File: src/rtl/tone_mixer.sv
`default_nettype none
// ============================================================================
//  Module   : tone_mixer
//  Purpose  : CHANNELS independent square-wave tone channels. Each channel
//             plays a latched tone code for DUR_MS milliseconds, then holds a
//             GAP_MS silent gap. The active tone bits are mixed by a
//             first-order sigma-delta modulator onto one 1-bit sound output.
//  Revision : 1.0  initial parametrised release (successor to sound_controller)
// ============================================================================
module tone_mixer #(
    parameter int CLK_HZ    = 12000000,
    parameter int CHANNELS  = 2,
    parameter int CODE_W    = 2,
    parameter int BASE_HALF = 13636,
    parameter int DUR_MS    = 100,
    parameter int GAP_MS    = 20
) (
    input  logic                         clk,
    input  logic                         clr,
    input  logic                         mute,
    input  logic [CHANNELS-1:0]          trig,
    input  logic [CHANNELS*CODE_W-1:0]   code,
    output logic [CHANNELS-1:0]          busy,
    output logic [CODE_W-1:0]            code_sound,
    output logic                         sound
);

    // ------------------------------------------------------------------------
    // Derived constants
    // ------------------------------------------------------------------------
    localparam int MS_DIV  = CLK_HZ / 1000;
    localparam int PRE_W   = (MS_DIV > 1) ? $clog2(MS_DIV) : 1;
    localparam int HALF_W  = $clog2(BASE_HALF + 1);
    localparam int DMAX    = (DUR_MS > GAP_MS) ? DUR_MS : GAP_MS;
    localparam int DUR_W   = $clog2(DMAX + 1);
    localparam int LVL_W   = $clog2(CHANNELS + 1);
    localparam int ACC_W   = $clog2(2 * CHANNELS);
    localparam int SUM_W   = ACC_W + 1;

    localparam logic [PRE_W-1:0] PRE_LAST = PRE_W'(MS_DIV - 1);
    localparam logic [DUR_W-1:0] DUR_LAST = DUR_W'(DUR_MS - 1);
    localparam logic [DUR_W-1:0] GAP_LAST = DUR_W'(GAP_MS - 1);
    localparam logic [SUM_W-1:0] CH_SUM   = SUM_W'(CHANNELS);

    typedef enum logic [1:0] {
        ST_IDLE = 2'd0,
        ST_PLAY = 2'd1,
        ST_GAP  = 2'd2
    } ch_state_t;

    // Half-period for a non-zero code k is BASE_HALF >> (k-1), never below 1
    // so that the tone counter always has a valid wrap point.
    function automatic logic [HALF_W-1:0] half_of(input logic [CODE_W-1:0] c);
        logic [HALF_W-1:0] h;
        h = HALF_W'(BASE_HALF >> (32'(c) - 32'd1));
        if (h == '0) begin
            h = HALF_W'(1);
        end
        return h;
    endfunction

    // ------------------------------------------------------------------------
    // Millisecond prescaler, shared by every channel
    // ------------------------------------------------------------------------
    logic [PRE_W-1:0] pre_cnt;
    logic             ms_tick;

    assign ms_tick = (pre_cnt == PRE_LAST);

    // Free-running 0..MS_DIV-1 counter; ms_tick marks the wrap cycle.
    always_ff @(posedge clk or negedge clr) begin
        if (!clr) begin
            pre_cnt <= '0;
        end else if (ms_tick) begin
            pre_cnt <= '0;
        end else begin
            pre_cnt <= pre_cnt + PRE_W'(1);
        end
    end

    // ------------------------------------------------------------------------
    // Tone channels
    // ------------------------------------------------------------------------
    logic [CHANNELS-1:0] tone_bits;
    logic [CHANNELS-1:0] play_nxt;
    logic [CODE_W-1:0]   code_nxt [CHANNELS];

    for (genvar i = 0; i < CHANNELS; i++) begin : g_ch
        logic [CODE_W-1:0] code_in;
        ch_state_t         state;
        ch_state_t         state_nxt;
        logic [CODE_W-1:0] code_q;
        logic [HALF_W-1:0] half_q;
        logic [HALF_W-1:0] tone_cnt;
        logic [DUR_W-1:0]  dur_cnt;
        logic              tone;
        logic              start;
        logic              dur_done;

        assign code_in = code[i*CODE_W +: CODE_W];

        // Next-state decode: start on a non-zero trigger, leave PLAY/GAP on
        // the ms tick that brings the duration count to its limit.
        always_comb begin
            state_nxt = state;
            start     = 1'b0;
            dur_done  = 1'b0;
            case (state)
                ST_IDLE: begin
                    if (trig[i] && (code_in != '0)) begin
                        start     = 1'b1;
                        state_nxt = ST_PLAY;
                    end
                end
                ST_PLAY: begin
                    if (ms_tick && (dur_cnt == DUR_LAST)) begin
                        dur_done  = 1'b1;
                        state_nxt = ST_GAP;
                    end
                end
                ST_GAP: begin
                    if (ms_tick && (dur_cnt == GAP_LAST)) begin
                        dur_done  = 1'b1;
                        state_nxt = ST_IDLE;
                    end
                end
                default: begin
                    state_nxt = ST_IDLE;
                end
            endcase
        end

        // Channel state register.
        always_ff @(posedge clk or negedge clr) begin
            if (!clr) begin
                state <= ST_IDLE;
            end else begin
                state <= state_nxt;
            end
        end

        // Channel datapath: code/half-period latch, tone and duration counters.
        always_ff @(posedge clk or negedge clr) begin
            if (!clr) begin
                code_q   <= '0;
                half_q   <= '0;
                tone_cnt <= '0;
                dur_cnt  <= '0;
                tone     <= 1'b0;
            end else begin
                case (state)
                    ST_IDLE: begin
                        if (start) begin
                            code_q   <= code_in;
                            half_q   <= half_of(code_in);
                            tone_cnt <= '0;
                            dur_cnt  <= '0;
                            tone     <= 1'b0;
                        end
                    end
                    ST_PLAY: begin
                        if (dur_done) begin
                            tone     <= 1'b0;
                            tone_cnt <= '0;
                            dur_cnt  <= '0;
                        end else begin
                            if (tone_cnt == (half_q - HALF_W'(1))) begin
                                tone_cnt <= '0;
                                tone     <= ~tone;
                            end else begin
                                tone_cnt <= tone_cnt + HALF_W'(1);
                            end
                            if (ms_tick) begin
                                dur_cnt <= dur_cnt + DUR_W'(1);
                            end
                        end
                    end
                    ST_GAP: begin
                        tone <= 1'b0;
                        if (dur_done) begin
                            dur_cnt <= '0;
                        end else if (ms_tick) begin
                            dur_cnt <= dur_cnt + DUR_W'(1);
                        end
                    end
                    default: begin
                        tone <= 1'b0;
                    end
                endcase
            end
        end

        assign busy[i]      = (state != ST_IDLE);
        assign tone_bits[i] = tone;
        assign play_nxt[i]  = (state_nxt == ST_PLAY);
        // A starting channel reports the incoming code on the same edge it
        // enters PLAY, so code_sound tracks the state register exactly.
        assign code_nxt[i]  = start ? code_in : code_q;
    end

    // ------------------------------------------------------------------------
    // code_sound: code of the lowest-index channel that will be in PLAY
    // ------------------------------------------------------------------------
    logic [CODE_W-1:0] code_sound_nxt;

    // Scan from the top so the lowest index overwrites and wins.
    always_comb begin
        code_sound_nxt = '0;
        for (int i = CHANNELS - 1; i >= 0; i--) begin
            if (play_nxt[i]) begin
                code_sound_nxt = code_nxt[i];
            end
        end
    end

    // Register code_sound alongside the channel states.
    always_ff @(posedge clk or negedge clr) begin
        if (!clr) begin
            code_sound <= '0;
        end else begin
            code_sound <= code_sound_nxt;
        end
    end

    // ------------------------------------------------------------------------
    // Sigma-delta mixer
    // ------------------------------------------------------------------------
    logic [LVL_W-1:0] level;
    logic [ACC_W-1:0] acc;
    logic [SUM_W-1:0] acc_sum;

    // Number of channels whose tone bit is currently high.
    always_comb begin
        level = '0;
        for (int i = 0; i < CHANNELS; i++) begin
            level = level + LVL_W'(tone_bits[i]);
        end
    end

    assign acc_sum = SUM_W'(acc) + SUM_W'(level);

    // First-order modulator: emit a 1 and subtract CHANNELS whenever the
    // accumulator crosses CHANNELS. Mute silences and restarts from zero.
    always_ff @(posedge clk or negedge clr) begin
        if (!clr) begin
            acc   <= '0;
            sound <= 1'b0;
        end else if (mute) begin
            acc   <= '0;
            sound <= 1'b0;
        end else if (acc_sum >= CH_SUM) begin
            acc   <= ACC_W'(acc_sum - CH_SUM);
            sound <= 1'b1;
        end else begin
            acc   <= ACC_W'(acc_sum);
            sound <= 1'b0;
        end
    end

endmodule
`default_nettype wire

File: config.mk
export PLATFORM = sky130hd
export DESIGN_NAME = tone_mixer
export DESIGN_NICKNAME = d
export VERILOG_FILES = /design/src/rtl/tone_mixer.sv
export SDC_FILE = /design/constraint.sdc
export NUM_CORES = 1
export LEC_CHECK = 0
export ABC_AREA = 1
export BUFFER_PORTS_ARGS = -buffer_cell sky130_fd_sc_hd__buf_4
export CORE_MARGIN = 4
export CORE_UTILIZATION = 55
export CTS_BUF_LIST = sky130_fd_sc_hd__clkbuf_2 sky130_fd_sc_hd__clkbuf_4 sky130_fd_sc_hd__clkbuf_8
export DETAILED_ROUTE_END_ITERATION = 8
export PLACE_DENSITY = 0.69
export SYNTH_ARGS = -nofsm -noshare
export SYNTH_HDL_FRONTEND = slang
export SYNTH_SLANG_ARGS = --single-unit
File: constraint.sdc
create_clock -name clk -period 2.45 [get_ports clk]
set_input_delay 0.245 -clock clk [delete_from_list [all_inputs] [get_ports clk]]
set_output_delay 0.245 -clock clk [all_outputs]
set_load 0.01 [all_outputs]
==> results.md, run 1 <==
- Chip Width: 110 µm
- Number of global-route vias before repair: 4622
- Synth Register Bits: 89
- Detail-routed via count per cell: 5.24
- Tmin final: 2320 ps
- TNS Setup: 0 ps
- Number of fill cells: 895
- Fmax: 431 MHz
- Initial antenna violation count: 0
- Synthesized Nets: 790
- Terminus of the critical flop-to-flop path: g_ch[0].tone$_DFFE_PN0P_
- Clock Pin Slew Worst Setup and Hold Paths: 100 ps
- Period utilization: 94.7%
- Grt ovf: 0
- Setup CP Type: register to register
- Antenna-violating nets left: 0
- Layout Skew: 15.3 ps
- Wirelength, routed: 12100 µm
- Pleak: 0.00313 µW
- CP max FO: 16
- Hpwl dp: 9270 µm
- H-tree lvl count: 3
- DRT Pass-1 Iters: 5
- Final Max Slew Viols: 0
- R2r setup slk: 130 ps
- Worst-Margin Slew: 590 ps
- Inst Count DP: 902
- R2R cell count: 16
- P&R area growth vs syn: 8.75%
- Core area: 0.00991 mm²
- CP startpoint kind: register
- Port Buffer Count: 13
- Warnings, synthesis: 0
- Crit-path slowest cell: dfrtp_1
- Critical Path Most Common Cell: nand2_1
- Syn Inst Count: 753
- Power per standard cell area: 685 mW/mm²
- Worst-skew pair later-pin latency: 380 ps
- Ports: 14
- Layout cell share with drive strength beyond 1: 12.0%
- Critical Path Sink: g_ch[0].tone$_DFFE_PN0P_
- Worst Hold Class: input pin to register
- FFs w/ async S/R, synth: 100%
- Crit-path cells: clkinvlp_4, ha_1, inv_1, nor2_1, nand3_1, nand2_1, nand2_1, nand2_1, nor2_1, nand2_1, nor2_1, nand2_1, nand2_4, nand2_1, nand2_1, nand2_1
- Cell variety after synth: 38
- Hold Vio Cnt, Final: 0
- First-pass GRT wire length: 20900 µm
- Peak supply drop: 0.475 mV
- Row cnt: 36
- TritonCTS clock tree: yes
- R2r startpoint: g_ch[0].half_q[9]$_DFFE_PN0P_
- Starting Density: 57.5%
- Inserted Diodes: 0
- Final setup fails: 0
- Mapped Avg Cell Area: 7.56 µm²
- RSZ-0062 raised after global routing: no
- Worst path required time: 2730 ps
- Arrival time worst endpoint: 2600 ps
- Rel. slew slack: 60.3%
- Crit. path cell count: 16
- Die Ht: 110 µm
- Critical path capture point type: register
- GR Util All Layers: 21.9%
- Critical path origin: g_ch[0].half_q[9]$_DFFE_PN0P_
- Post-synth EDFFs: 0
- Total setup buffers inserted after CTS: 0
- CTS Buf Count: 9
- Via count: 4812
- Cell area after synthesis: 0.00569 mm²
- CTS Sinks: 89
- Nets@finish: 818
- Slowest stage delay, CP: 450 ps
- Ys flop type: dfrtp_1
- Crit path max-delay family: simple AND/OR/NAND/NOR gates
- Clock Path Buffers: 2
- Gpl congestion: 0.877
- Commonest non-fill, non-tap cell in the layout: nand2_1
- Die area: 0.0120 mm²
- Fin cells: 919
- Clock tree root driver cell: clkbuf_8
- Wire length per cell: 13.2 µm
- Violation count after the first detailed-routing iteration: 252
- Largest net degree at the start of global routing: 32
- CP bufs+invs: 2
- Status: completed
- Sequential area share after synthesis: 39.1%
- Most frequent cells in the layout: nand2_1, inv_1, dfrtp_1, nor2_1, nand3_1
- Number of max-cap violations: 0
- DRC: 0
[metal layers]
metal	share of wire, %	vias up	wire length (µm)	track usage (%)
met3	3.8	13	460	3.46
met1	48	2267	5800	30.0
li1	-	2447	-	-
met5	0	-	0	0
met4	1.1	0	128	6.23
met2	47	85	5730	36.2
[where the power goes]
| group | switching, µW | total, µW | leakage (µW) | internal [µW] |
|---|---|---|---|---|
| clock network | 555 | 1040 | 0.0000999 | 486 |
| registers | 140 | 1770 | 0.00113 | 1630 |
| logic | 953 | 1430 | 0.00190 | 480 |
| total | 1650 | 4240 | 0.00313 | 2590 |
[Yosys cell counts (7+ instances only)]
cell | n | area [µm²]
a21oi_1 | 14 | 70.1
a21oi_2 | 21 | 184
dfrtp_1 | 89 | 2230
ha_1 | 27 | 338
inv_1 | 108 | 405
inv_2 | 7 | 26.3
nand2_1 | 187 | 702
nand2_2 | 7 | 43.8
nand3_1 | 67 | 335
nand4_1 | 13 | 81.3
nor2_1 | 73 | 274
nor2_2 | 9 | 56.3
nor3_1 | 11 | 55.1
o21ai_0 | 30 | 150
xnor2_1 | 8 | 70.1
xor2_1 | 34 | 298
[how the worst min path moves through the flow]
stage,start,to,slack (ps),depth (start not counted)
finish,mute,acc[0]$_DFF_PN0_,40,2
global route,mute,acc[0]$_DFF_PN0_,20,2
CTS,mute,acc[0]$_DFF_PN0_,20,2
detailed placement,clr,g_ch[0].tone_cnt[3]$_DFFE_PN0P_,210,1
global placement,clr,g_ch[0].tone_cnt[5]$_DFFE_PN0P_,200,1
floorplan,clr,acc[0]$_DFF_PN0_,-50,0
[final cells by class]
class	instances	area, µm²	share of cell area [%]
clock inverters	6	68.8	1.11
flip-flops and latches	89	2230	36.0
well taps	133	166	2.69
repair buffers	23	175	2.83
clock buffers	10	131	2.12
multi-input cells	540	2980	48.1
inverters	118	447	7.21
[sequential cells by signal, indices dropped and copies added, names as in the netlist]
signal,flops
acc,2
g_ch.code_q,4
sound,1
g_ch.tone_cnt,28
pre_cnt,14
g_ch.half_q,18
g_ch.dur_cnt,14
g_ch.state,4
g_ch.tone,2
code_sound,2
[cells by family after synthesis]
kind of cell	Yosys count	synth area share (%)
compound gates	83	9.18
flops	89	39.1
buf+inv	124	8.61
xor+xnor	42	6.46
fa+ha+maj	28	6.28
simple gates	387	30.3
[repair_timing]
action,4_1_cts,5_1_grt
resized for setup,0,1
setup endpoints to repair,0,1
hold buffers,1,0
endpoints found under the hold margin,28,0
[stage by stage]
stage	instance area, µm²	util [%]	power [µW]	setup WS, ps	hold WS, ps
floorplan	5690	-	2810	563	-50.6
global placement	5980	60.3	3150	306	198
detailed placement	5980	60.3	3200	151	212
CTS	6190	62.4	4250	161	16.9
global route	6190	62.5	4550	12.0	19.6
finish	6190	62.5	4240	131	36.6
Power figures use the tool's default switching activity.
==> inputs of run 2 (changes only) <==
- MAX_ROUTING_LAYER: unset -> met4
==> run 2 against run 1 <==
  * Clock power rose by 12%
  * Power rose by 5.3%
  * Sequential share of layout area fell by 0.49 points
  * Die area did not move
  * Clock skew fell by 3.9 ps
  * Global-route usage rose by 0.31 points
  * Cell count rose by 0.65%
  * Critical path depth fell by 1
  * Utilization rose by 0.87 points
  * Count of clock-buffer cells in the layout did not move
  * First-iteration DRC count rose by 19%
==> results.md, run 2 (synthesis gave the netlist of run 1 again) <==
- Largest net degree at the start of global routing: 50
- TritonCTS clock tree: yes
- Row cnt: 36
- Antenna-violating nets left: 0
- Number of global-route vias before repair: 4576
- DRT Pass-1 Iters: 6
- CTS Sinks: 89
- Grt ovf: 0
- Hold Vio Cnt, Final: 0
- Status: completed
- Hold Path Stages: 2
- Top reg by flops: g_ch.tone_cnt
- Worst-Margin Slew: 621 ps
- Inserted Diodes: 0
- Max reg flops: 28
- Wire length per cell: 13.0 µm
- DRC: 0
- Switching portion of total power: 37.6%
- Arrival time worst endpoint: 2480 ps
- Wirelength, routed: 12100 µm
- CTS Buf Count: 9
- Detail-routed via count per cell: 5.23
- Peak supply drop: 0.489 mV
- Final instance area: 0.00628 mm²
- CP bufs+invs: 3
- H-tree lvl count: 3
- Worst-skew pair later-pin latency: 360 ps
- R2r startpoint: g_ch[0].half_q[9]$_DFFE_PN0P_
- GR Util All Layers: 22.3%
- Ports: 14
- Gpl congestion: 0.949
- Die Ht: 110 µm
- Slowest stage delay, CP: 450 ps
- Setup CP Type: register to register
- Worst Hold Class: input pin to register
- Final Max Slew Viols: 0
- Layout Skew: 11.4 ps
- Clock tree root driver cell: clkbuf_8
- TNS Setup: 0 ps
- Sequential share of power: 39.8%
- Layout cell share with drive strength beyond 1: 12.6%
- First-pass GRT wire length: 20700 µm
- Violation count after the first detailed-routing iteration: 300
- Clk pwr share: 26.0%
- Most frequent cells in the layout: nand2_1, inv_1, dfrtp_1, nor2_1, nand3_1
- Initial antenna violation count: 0
- R2R cell count: 15
- R2r setup slk: 220 ps
- Clock Path Buffers: 2
- Crit-path slowest cell: dfrtp_1
- Crit path max-delay family: simple AND/OR/NAND/NOR gates
- Core area: 0.00991 mm²
- Number of max-cap violations: 0
- Tmin final: 2230 ps
- Via count: 4839
- Terminus of the critical flop-to-flop path: g_ch[0].tone_cnt[9]$_DFFE_PN0P_
- Starting Density: 57.5%
- Fmax: 448 MHz
- RSZ-0062 raised after global routing: no
- Chip Width: 110 µm
- Period utilization: 91.1%
- Rel. slew slack: 58.6%
- Crit-path cells: clkinvlp_4, ha_1, inv_1, nor2_1, nand3_1, nand2_1, nand2_1, nand2_1, nor2_1, nand2_1, nor2_1, nand2_1, nand2_4, buf_4, a21oi_2
- Nets@finish: 824
- P&R area growth vs syn: 10.3%
- Power per standard cell area: 711 mW/mm²
- CP startpoint kind: register
- Top Registers: g_ch.tone_cnt (28), g_ch.half_q (18)
- Int Pwr: 2790 µW
- CP max FO: 12
- Comb pwr share: 34.3%
- Hpwl dp: 9130 µm
- Endpoint, Worst Hold: acc[1]$_DFF_PN0_
- Min-delay src: mute
- Worst path required time: 2700 ps
- Critical path capture point type: register
- Pleak: 0.00317 µW
- Clock Pin Slew Worst Setup and Hold Paths: 90 ps
- Critical Path Most Common Cell: nand2_1
- Port Buffer Count: 13
- Die area: 0.0120 mm²
- Commonest non-fill, non-tap cell in the layout: nand2_1
- Placed cell areas: 0.00599 mm²
- Sw power: 1680 µW
- Final setup fails: 0
[run 2: worst reg2reg max path, delay by kind of cell, from the launching register on]
kind	cells	cell delay [ps]
buf+inv	3	470
flops	1	450
fa+ha+maj	1	260
simple gates	10	890
compound gates	1	40
[run 2: worst max path at each step]
stage / cells after the start / slack [ps] / endpoint / start
2_1_floorplan: 15 / 560 / g_ch[0].tone_cnt[12]$_DFFE_PN0P_ / g_ch[0].half_q[9]$_DFFE_PN0P_
3_3_place_gp: 16 / 320 / g_ch[0].tone$_DFFE_PN0P_ / g_ch[0].half_q[9]$_DFFE_PN0P_
3_5_place_dp: 16 / 200 / g_ch[0].tone$_DFFE_PN0P_ / g_ch[0].half_q[9]$_DFFE_PN0P_
4_1_cts: 16 / 190 / g_ch[0].tone$_DFFE_PN0P_ / g_ch[0].half_q[9]$_DFFE_PN0P_
5_1_grt: 14 / 40 / g_ch[0].tone_cnt[12]$_DFFE_PN0P_ / g_ch[0].half_q[9]$_DFFE_PN0P_
6_report: 15 / 220 / g_ch[0].tone_cnt[9]$_DFFE_PN0P_ / g_ch[0].half_q[9]$_DFFE_PN0P_
[run 2: timing repair]
item / in CTS / in global routing
hold buffers: 1 / 0
endpoints found under the setup margin: 0 / 1
hold endpoints to repair: 46 / 0
resized for setup: 0 / 1
setup buffers: 0 / 5
[run 2: layout make-up]
cell class / count / area [µm²]
well taps: 133 / 166
clock buffers: 10 / 138
multi-input cells: 540 / 2980
clock inverters: 6 / 91.3
fillers: 881 / 3630
repair buffers: 29 / 233
flip-flops and latches: 89 / 2230
inverters: 118 / 447
[run 2: stage by stage]
step / power (µW) / cells / hold WS (ps) / setup slack (ps) / util, %
6_report: 4460 / 925 / 49.7 / 217 / 63.4
5_1_grt: 4790 / 925 / 42.8 / 41.3 / 63.4
4_1_cts: 4380 / 920 / 34.2 / 188 / 62.8
3_5_place_dp: 3220 / 903 / 300 / 205 / 60.4
3_3_place_gp: 3170 / 903 / 312 / 323 / 60.4
2_1_floorplan: 2810 / 753 / -50.6 / 563 / -
[run 2: power groups by stage]
stage / clock network [µW] / registers [µW] / logic (µW)
floorplan: 0 / 1770 / 1050
global placement: 0 / 1790 / 1380
detailed placement: 0 / 1800 / 1420
CTS: 1180 / 1770 / 1440
global route: 1260 / 1800 / 1740
finish: 1160 / 1770 / 1530
[run 2: layer usage]
layer  part of all wire [%]  up-vias  global-route usage (%)
met5                      0        -                       -
met4                   0.82        0                    5.25
met3                    4.5        8                    3.93
met2                     47      102                    34.7
met1                     48     2271                    30.5
li1                       -     2458                       -
